==> src/rtl/dm_pkg.sv <==
// Shared encodings for the data-memory access unit: request sizes, FSM states
// and the in-range byte address limit.
package dm_pkg;

    localparam logic [1:0] SZ_BYTE = 2'b00;
    localparam logic [1:0] SZ_HALF = 2'b01;
    localparam logic [1:0] SZ_WORD = 2'b10;

    typedef enum logic [1:0] {
        ST_IDLE,
        ST_ACCESS,
        ST_MERGE_WR,
        ST_RESP
    } state_t;

    localparam int DM_WORDS = 1024;

    // First out-of-range byte address for a memory of the given depth.
    function automatic logic [32:0] byte_limit(input int words);
        return 33'(words) << 2;
    endfunction

    localparam logic [32:0] DM_BYTE_LIMIT = byte_limit(DM_WORDS);

endpackage

==> src/rtl/dm_lane_align.sv <==
// Little-endian lane steering: extracts/extends sub-word load data and builds
// the merged word for sub-word read-modify-write stores.
module dm_lane_align
    import dm_pkg::*;
(
    input  logic [31:0] word,
    input  logic [1:0]  offset,
    input  logic [1:0]  size,
    input  logic        is_signed,
    input  logic [15:0] wdata,
    output logic [31:0] load_data,
    output logic [31:0] merged
);

    logic [4:0]  shamt;
    logic [31:0] shifted;

    assign shamt   = {offset, 3'b000};
    assign shifted = word >> shamt;

    // Half accesses are only ever issued with offset[0]=0, so a shift of 0 or 16 suffices.
    always_comb begin
        load_data = word;
        merged    = word;
        case (size)
            SZ_BYTE: begin
                load_data = {{24{is_signed & shifted[7]}}, shifted[7:0]};
                merged    = (word & ~(32'h0000_00ff << shamt)) | ({24'b0, wdata[7:0]} << shamt);
            end
            SZ_HALF: begin
                load_data = {{16{is_signed & shifted[15]}}, shifted[15:0]};
                merged    = (word & ~(32'h0000_ffff << shamt)) | ({16'b0, wdata} << shamt);
            end
            default: ;
        endcase
    end

endmodule

==> src/rtl/dm_access_unit.sv <==
// Load/store front-end for the word-addressed data memory: validates requests,
// drives the memory port and performs sub-word stores as read-modify-write.
module dm_access_unit
    import dm_pkg::*;
#(
    parameter int WORDS = DM_WORDS,
    parameter int AW    = $clog2(WORDS)
) (
    input  logic          clk,
    input  logic          reset,
    input  logic          req_valid,
    output logic          req_ready,
    input  logic          req_write,
    input  logic [1:0]    req_size,
    input  logic          req_signed,
    input  logic [31:0]   req_addr,
    input  logic [31:0]   req_wdata,
    output logic          resp_valid,
    output logic [31:0]   resp_rdata,
    output logic          resp_fault,
    output logic [AW-1:0] mem_addr,
    output logic [31:0]   mem_wdata,
    output logic          mem_read_en,
    output logic          mem_write_en,
    input  logic [31:0]   mem_rdata
);

    localparam logic [32:0] BYTE_LIMIT = byte_limit(WORDS);

    state_t        state;
    logic          write_q;
    logic [1:0]    size_q;
    logic          signed_q;
    logic [AW+1:0] addr_q;
    logic [31:0]   wdata_q;
    logic [31:0]   merge_q;

    logic          req_fault;
    logic [31:0]   load_data;
    logic [31:0]   merged;

    assign req_ready = (state == ST_IDLE);

    always_comb begin
        req_fault = 1'b0;
        case (req_size)
            SZ_BYTE: req_fault = 1'b0;
            SZ_HALF: req_fault = req_addr[0];
            SZ_WORD: req_fault = (req_addr[1:0] != 2'b00);
            default: req_fault = 1'b1;
        endcase
        if ({1'b0, req_addr} >= BYTE_LIMIT) req_fault = 1'b1;
    end

    dm_lane_align u_lane_align (
        .word      (mem_rdata),
        .offset    (addr_q[1:0]),
        .size      (size_q),
        .is_signed (signed_q),
        .wdata     (wdata_q[15:0]),
        .load_data (load_data),
        .merged    (merged)
    );

    // NOTE: every register here is assigned with <= so all branches see the pre-edge values.
    always_ff @(posedge clk) begin
        if (reset) begin
            state      <= ST_IDLE;
            write_q    <= 1'b0;
            size_q     <= 2'b00;
            signed_q   <= 1'b0;
            addr_q     <= '0;
            wdata_q    <= 32'b0;
            merge_q    <= 32'b0;
            resp_valid <= 1'b0;
            resp_rdata <= 32'b0;
            resp_fault <= 1'b0;
        end else begin
            resp_valid <= 1'b0;
            case (state)
                ST_IDLE: begin
                    if (req_valid) begin
                        write_q  <= req_write;
                        size_q   <= req_size;
                        signed_q <= req_signed;
                        addr_q   <= req_addr[AW+1:0];
                        wdata_q  <= req_wdata;
                        if (req_fault) begin
                            resp_valid <= 1'b1;
                            resp_fault <= 1'b1;
                            resp_rdata <= 32'b0;
                            state      <= ST_RESP;
                        end else begin
                            state <= ST_ACCESS;
                        end
                    end
                end
                ST_ACCESS: begin
                    if (!write_q) begin
                        resp_valid <= 1'b1;
                        resp_fault <= 1'b0;
                        resp_rdata <= load_data;
                        state      <= ST_RESP;
                    end else if (size_q == SZ_WORD) begin
                        resp_valid <= 1'b1;
                        resp_fault <= 1'b0;
                        resp_rdata <= 32'b0;
                        state      <= ST_RESP;
                    end else begin
                        merge_q <= merged;
                        state   <= ST_MERGE_WR;
                    end
                end
                ST_MERGE_WR: begin
                    resp_valid <= 1'b1;
                    resp_fault <= 1'b0;
                    resp_rdata <= 32'b0;
                    state      <= ST_RESP;
                end
                default: state <= ST_IDLE;
            endcase
        end
    end

    // Memory port is decoded from state; the write strobe is suppressed while reset is high.
    always_comb begin
        mem_addr     = '0;
        mem_wdata    = 32'b0;
        mem_read_en  = 1'b0;
        mem_write_en = 1'b0;
        case (state)
            ST_ACCESS: begin
                mem_addr    = addr_q[AW+1:2];
                mem_read_en = 1'b1;
                if (write_q && size_q == SZ_WORD) begin
                    mem_write_en = 1'b1;
                    mem_wdata    = wdata_q;
                end
            end
            ST_MERGE_WR: begin
                mem_addr     = addr_q[AW+1:2];
                mem_write_en = 1'b1;
                mem_wdata    = merge_q;
            end
            default: ;
        endcase
        if (reset) mem_write_en = 1'b0;
    end

endmodule

==> config.mk <==
export PLATFORM = sky130hd
export DESIGN_NAME = dm_access_unit
export DESIGN_NICKNAME = d
export VERILOG_FILES = /design/src/rtl/dm_pkg.sv /design/src/rtl/dm_lane_align.sv /design/src/rtl/dm_access_unit.sv
export SDC_FILE = /design/constraint.sdc
export NUM_CORES = 1
export LEC_CHECK = 0
export ABC_CLOCK_PERIOD_IN_PS = 5400
export CAP_MARGIN = 15
export CORE_MARGIN = 3
export CORE_UTILIZATION = 69
export CTS_CLUSTER_SIZE = 30
export DETAILED_ROUTE_END_ITERATION = 10
export DONT_BUFFER_PORTS = 1
export PLACE_DENSITY = 0.84
export SLEW_MARGIN = 20
export SYNTH_ARGS = -nofsm -noshare
export SYNTH_HDL_FRONTEND = slang
export SYNTH_SLANG_ARGS = --single-unit
==> constraint.sdc <==
create_clock -name clk -period 5.4 [get_ports clk]
set_clock_uncertainty 0.1 [all_clocks]
set_input_delay 1.08 -clock clk [delete_from_list [all_inputs] [get_ports clk]]
set_output_delay 1.08 -clock clk [all_outputs]
set_load 0.03 [all_outputs]
# After elaboration in Yosys (flattened, before gate mapping)
# Cells that the tools add are included.
# W data, S select, Z words.
# totals
regBits	116
in_bits	103
output_inout_bits	79
# classes
n_lt_le_gt_ge	1
eq_ne	9
shift	5
n_mux	31
bitwise	9
reduce_logical	10
# ops
cell	n
$pmux W32 S2	3
$mux W32	5
$pmux W32 S3	1
$and A32 B32 Y32	2
$not A32 Y32	2
$or A32 B32 Y32	2
$ge A32 B13 Y1 const B	1
$shl A16 B5 Y32	1
$shl A16 B5 Y32 const A	1
$shl A8 B5 Y32	1
$shl A8 B5 Y32 const A	1
$shr A32 B5 Y16	1
$mux W1	14
$mux W10	1
$pmux W1 S3	3
$eq A2 B1 Y1 const B	3
$eq A2 B2 Y1 const B	3
$logic_not A2 Y1	3
$pmux W2 S3	1
$mux W2	2
$reduce_and A4 Y1	1
$ne A3 B3 Y1 const B	1
$reduce_and A3 Y1	1
$reduce_bool A3 Y1	1
9 further kinds	10

# Logic depth before layout (Yosys ltp)
# Gate-level depths: netlist of run 1.
# depth
depth_word	6
ltp_mapped	9
ltp_nobuf	7

# Cells and area by module
# Synthesis of run 1 repeated with hierarchy kept, for this count alone.
# unflattened
hier_cells	901
hier_area_um2	6876.6
# modules_own_cells
mod	n_inst	cells_each	area_each_um2
dm_access_unit	1	621	5083.6
dm_lane_align	1	280	1793.0

# Worst setup path after synthesis of run 1
# OpenSTA, ideal clock, no wires.
# synth_path
path_type	register to output
start	reg state[1]
end	out mem_write_en
arrival_time_ps	2268
required_ps	4220
slack_ps	1952
path_stages_with_launch	8
cell_sequence	dfxtp_1 -> inv_1 -> ha_1 -> nand2_1 -> nor2_1 -> clkbuf_1 -> nor2_1 -> nor3b_1
# synth_between
elab_chain_cells	3
# synth_lines
item	line	source
from (decl)	dm_access_unit.sv:30	state_t state;
from (signal assigned)	dm_access_unit.sv:68	state <= ST_IDLE;
from (signal assigned)	dm_access_unit.sv:92	state <= ST_RESP;
from (signal assigned)	dm_access_unit.sv:94	state <= ST_ACCESS;
$eq A2 B2 Y1 or $eq A2 B1 Y1 (tied branches)	dm_access_unit.sv:131	case (state)
$pmux W1 S2 *	dm_access_unit.sv:131	
$mux W1 *	dm_access_unit.sv:147	if (reset) mem_write_en = 1'b0;
to (decl)	dm_access_unit.sv:24	output logic mem_write_en,
# Mark *: on every way between the ends. The rest lies on a longest branch, timed or not.

# Worst setup path in the final report of run 1
# layout_path
start	reg state[1]
end	out mem_wdata[5]
# layout_between
elab_chain_cells	2
# layout_lines
item	line	source
$eq A2 B2 Y1 or $eq A2 B1 Y1 (tied branches)	dm_access_unit.sv:131	
$pmux W32 S2 *	dm_access_unit.sv:131	
to (decl)	dm_access_unit.sv:22	output logic [31:0] mem_wdata,
# Marked as above.

==> summary.txt, run 1 <==
status = finished, final reports clean
Initial Util = 72.4%
vias in the first global route = 5678
Slew @ Worst Pin = 1.03 ns
Final Cycle Share = 76.9%
Slew Limit Headroom = 31.0%
P per Cell Area = 468 nW/um^2
Die Ht = 99.6 um
Hold Path Class = register to register
IO Pins = 182
initial drt markers = 566
root buffer cell = clkbuf_8
asr flop ratio synth = 0%
most frequent cells in the layout = nand2_1 (121), dfxtp_1 (114), a21oi_1 (70)
crit-path max FO = 22
# resized after CTS = 0
drt wl/cell = 22.0 um
Mapped Cells = 761
Antenna diodes = 0
Peak VDD IR = 0.538 mV
DRC = 0
LEAKAGE = 0.00216 uW
Mapped Avg Cell Area = 7.94 sq um
Synth Cell Area = 6040 sq um
Area Overhead vs Synth = 7.89%
global router's overall resource usage = 37.2%
post-route insts no fill = 841
commonest non-fill, non-tap cell in the layout = nand2_1
post-layout utilization of the core = 78.1%
Final HPWL DP = 13000 um
# clock sinks = 116
syn nets = 873
Synth Flop Type = dfxtp_1
CTS tree = built
post-route ant nets = 0
Num CTS Buffers = 17
RSZ-0062 raised after global routing = false
final WL = 18500 um
port bufs = 0
Yosys warning count = 0
Setup TNS = 0 ns
# nets final = 837
H-tree depth = 4
pin count of the biggest net entering global routing = 93
GRT Residual Overflow = 0
number of synthesized flops with an enable pin = 0
max cap viols = 0
Hold Vio Cnt, Final = 0
minimum clock period = 4.15 ns
die width = 99.6 um
final setup fails = 0
WP data arrival = 2.97 ns
GP Congestion = 0.963
R2R Setup Slk = 2.45 ns
CP Class = register to output pin
# fillers = 595
# rows = 33
Synth Register Bits = 116
Critical Path RT = 4.22 ns
CORE AREA = 8340 sq um
Startpoint Class = register
Post-CTS Setup Repair Bufs = 0
clock buffer depth = 2
Vias = 5805
Worst Setup End Kind = output pin
Die ar. = 9910 sq um
Peak Freq = 0.241 GHz
Slew Viols, Final = 0
share of cells above drive strength 1 = 6.39%
cell total after placement = 811
Clock transition at path regs = 0.06 ns
Seq/Total Area, Yosys = 38.5%
first-pass iteration count of the detailed router = 6
Yosys cell types = 44
Avg Vias per Cell = 6.90
clock latency on the worst-skew pair = 0.51 ns
antenna violations before repair = 0
# hold bufs at CTS = 0
global-route wire length before repair = 29200 um
[cells in the mapped netlist, types with 10 or more instances]
| cell type | number | share of area (%) |
|---|---|---|
| nor2b_1 | 34 | 3.5 |
| and2_1 | 10 | 1.0 |
| a21oi_1 | 70 | 5.8 |
| a221oi_1 | 14 | 2.0 |
| a32oi_1 | 10 | 1.5 |
| nand2_1 | 121 | 7.5 |
| inv_1 | 10 | 0.62 |
| a22o_1 | 22 | 3.2 |
| nor2_1 | 67 | 4.2 |
| dfxtp_1 | 116 | 38 |
| nand2b_1 | 35 | 3.6 |
| a22oi_1 | 38 | 4.7 |
| mux2i_1 | 23 | 3.8 |
| clkbuf_1 | 52 | 3.2 |
| a211oi_1 | 17 | 2.1 |
| nor3_1 | 29 | 2.4 |
[final cells by class]
class / count / area (sq um) / area share, %
Sequential cell: 116 / 2320 / 35.7
Inverter: 10 / 37.5 / 0.576
Timing Repair Buffer: 10 / 75.1 / 1.15
Clock buffer: 20 / 445 / 6.84
Clock inverter: 10 / 85.1 / 1.31
Multi-Input combinational cell: 570 / 3420 / 52.4
Tap cell: 105 / 131 / 2.02
[logic make-up (layout without fill, tap and decap cells)]
kind of cell               after synthesis  after routing  share of synthesized area, %
AOI/OAI and AO/OA                      225            225                          26.4
xor gates and xnor gates                 1              1                         0.145
adders and majority gates                9              9                          1.86
buffers and inverters                   75             50                          5.26
DFF                                    116            116                          38.5
muxes                                   24             24                          4.00
and+or+nand+nor                        311            311                          23.9
[flip-flops by register name, indices dropped and copies added, names as in the netlist]
register    cells
merge_q        32
resp_rdata     32
wdata_q        32
addr_q         12
size_q          2
state           2
resp_fault      1
resp_valid      1
signed_q        1
write_q         1
[worst paths after layout]
path	start	to	depth (start not counted)
min reg2reg	addr_q[5]	addr_q[5]	2
max	state[1]	mem_wdata[5]	7
max reg2reg	state[1]	resp_rdata[13]	6
min	addr_q[5]	addr_q[5]	2
[power breakdown]
part	switching, uW	internal (uW)	leakage [uW]	total [uW]
combinational	591	299	0.000959	890
clock	384	623	0.000254	1010
sequential	181	973	0.000944	1150
[through the flow]
stage               hold WS, ns  setup WS (ns)  power (uW)  cell area, sq um
detailed placement        0.337           1.79        2030              5980
CTS                       0.345           1.26        3030              6510
global route              0.369           1.07        3190              6520
floorplan                 0.332           1.95        1840              6040
global placement          0.332           1.91        1990              5980
finish                    0.344           1.25        3050              6520
[critical path, stage by stage (launching register included)]
cell     delay (ns)
dfxtp_1        0.35
inv_1          0.10
ha_1           0.42
nand2_1        0.18
nor2_2         0.44
buf_4          0.35
a22oi_1        0.12
nor2b_1        0.49
[layer usage]
metal / part of all wire [%] / GRT usage [%]
met5: 0 / 0
met4: 3.7 / 16.7
met3: 12 / 11.9
met2: 46 / 59.9
met1: 39 / 45.5
No activity file was read; power rests on OpenSTA's default activity.
==> inputs of run 2 (changes only) <==
Settings changed: ABC_CLOCK_PERIOD_IN_PS 5400 to 4150, CORE_UTILIZATION 69 to 64, PLACE_DENSITY 0.84 to 0.79.
Clock period 5.4 ns to 4.15 ns, I/O delays scaled along.
==> run 2 against run 1 <==
Setup slack worse by 0.75 ns. Non-clock buffer count grew 2. Largest cell class unchanged. Clock-buffer cell count up 1. Critical path depth did not move. Combinational power increased by 31%. Critical endpoint is now mem_wdata[23]. Sequential power is 31% higher.
==> summary.txt, run 2 (same netlist as run 1, synthesis figures left out) <==
status = finished, final reports clean
pin count of the biggest net entering global routing = 93
GP Congestion = 0.925
minimum clock period = 3.65 ns
Post-CTS Setup Repair Bufs = 0
Peak Freq = 0.274 GHz
post-route ant nets = 0
PnR worst setup slack = 0.500 ns
global router's overall resource usage = 36.7%
IO Pins = 182
clock buffer depth = 2
Worst Setup End Kind = output pin
dpl cell area = 6000 sq um
most frequent cells in the layout = nand2_1 (121), dfxtp_1 (114), a21oi_1 (70)
P per Cell Area = 631 nW/um^2
DRC = 0
Slew Limit Headroom = 29.3%
Setup TNS = 0 ns
largest registers = merge_q x32, resp_rdata x32, wdata_q x32
crit-path max FO = 33
CP Class = register to output pin
port bufs = 0
Die ar. = 10600 sq um
LEAKAGE = 0.00219 uW
Peak VDD IR = 0.754 mV
# resized after CTS = 0
Initial Util = 67.6%
final WL = 19500 um
max cap viols = 0
die width = 103 um
Slew @ Worst Pin = 1.06 ns
Final HPWL DP = 13500 um
share of cells above drive strength 1 = 6.76%
# clock sinks = 116
CORE AREA = 8930 sq um
WP data arrival = 2.72 ns
antenna violations before repair = 0
clock latency on the worst-skew pair = 0.52 ns
vias in the first global route = 5527
CTS tree = built
commonest non-fill, non-tap cell in the layout = nand2_1
Die Ht = 103 um
GRT Residual Overflow = 0
final setup fails = 0
root buffer cell = clkbuf_8
final instance area = 6600 sq um
global-route wire length before repair = 29700 um
Num CTS Buffers = 17
# rows = 34
Avg Vias per Cell = 6.89
Area Overhead vs Synth = 9.24%
Hold Vio Cnt, Final = 0
H-tree depth = 4
Antenna diodes = 0
initial drt markers = 502
# nets final = 839
Clock transition at path regs = 0.06 ns
worst slack, placed = 1.05 ns
Vias = 5842
Final Cycle Share = 88.0%
Critical Path RT = 3.22 ns
Slew Viols, Final = 0
hold slack = 0.272 ns
Overall Power = 4170 uW
drt wl/cell = 23.0 um
Startpoint Class = register
# hold bufs at CTS = 0
first-pass iteration count of the detailed router = 7
RSZ-0062 raised after global routing = false
Hold Path Class = input pin to register
==> run 2: cell types whose count changed in the layout (fill, tap and decap cells not counted), moves of 2 or more <==
cell       delta
buf_4         +2
bufinv_16     +2
clkinv_2      -4
clkinv_4      +2
==> run 2: metal layers <==
layer  global-route usage [%]  part of all wire [%]  wire length, um  up-vias
met5                        0                     0                0        -
met2                     56.6                    46             8930      364
li1                         -                     -                -     2657
met4                     17.8                   4.6              896        0
met1                     46.3                    39             7640     2743
met3                     11.7                    11             2050       78
==> run 2: worst paths after layout <==
check,startpoint,endpoint,slack (ns),depth (start not counted)
worst min register to register,addr_q[9],addr_q[9],0.34,2
worst max register to register,state[1],resp_rdata[10],1.15,6
worst min-delay path,reset,size_q[1],0.27,1
worst max-delay path,state[1],mem_wdata[23],0.50,7
==> run 2: layout make-up <==
cell class	instances	area [sq um]
timing repair buffer	12	90.1
multi-input combinational	570	3410
clock buffer	21	449
tap	108	135
fill	669	2340
clock inverter	11	151
inverter	10	37.5
sequential	116	2320
==> run 2: per-stage QoR <==
step	cells	utilization, %
CTS	848	73.9
floorplan	761	-
finish	848	73.9
global route	848	73.9
detailed placement	816	67.1
global placement	816	67.1
==> run 2: report_power, final <==
group	internal, uW	leakage [uW]	switching [uW]	total (uW)
Sequential	1270	0.000944	242	1510
Clock	949	0.000281	542	1490
Combinational	395	0.000969	772	1170
==> run 2: worst max-delay path: stages (launching register included) <==
cell,delay (ns)
dfxtp_1,0.36
inv_1,0.10
ha_1,0.42
nand2_1,0.18
nor2_2,0.14
buf_4,0.33
a22oi_1,0.13
nor2b_1,0.53
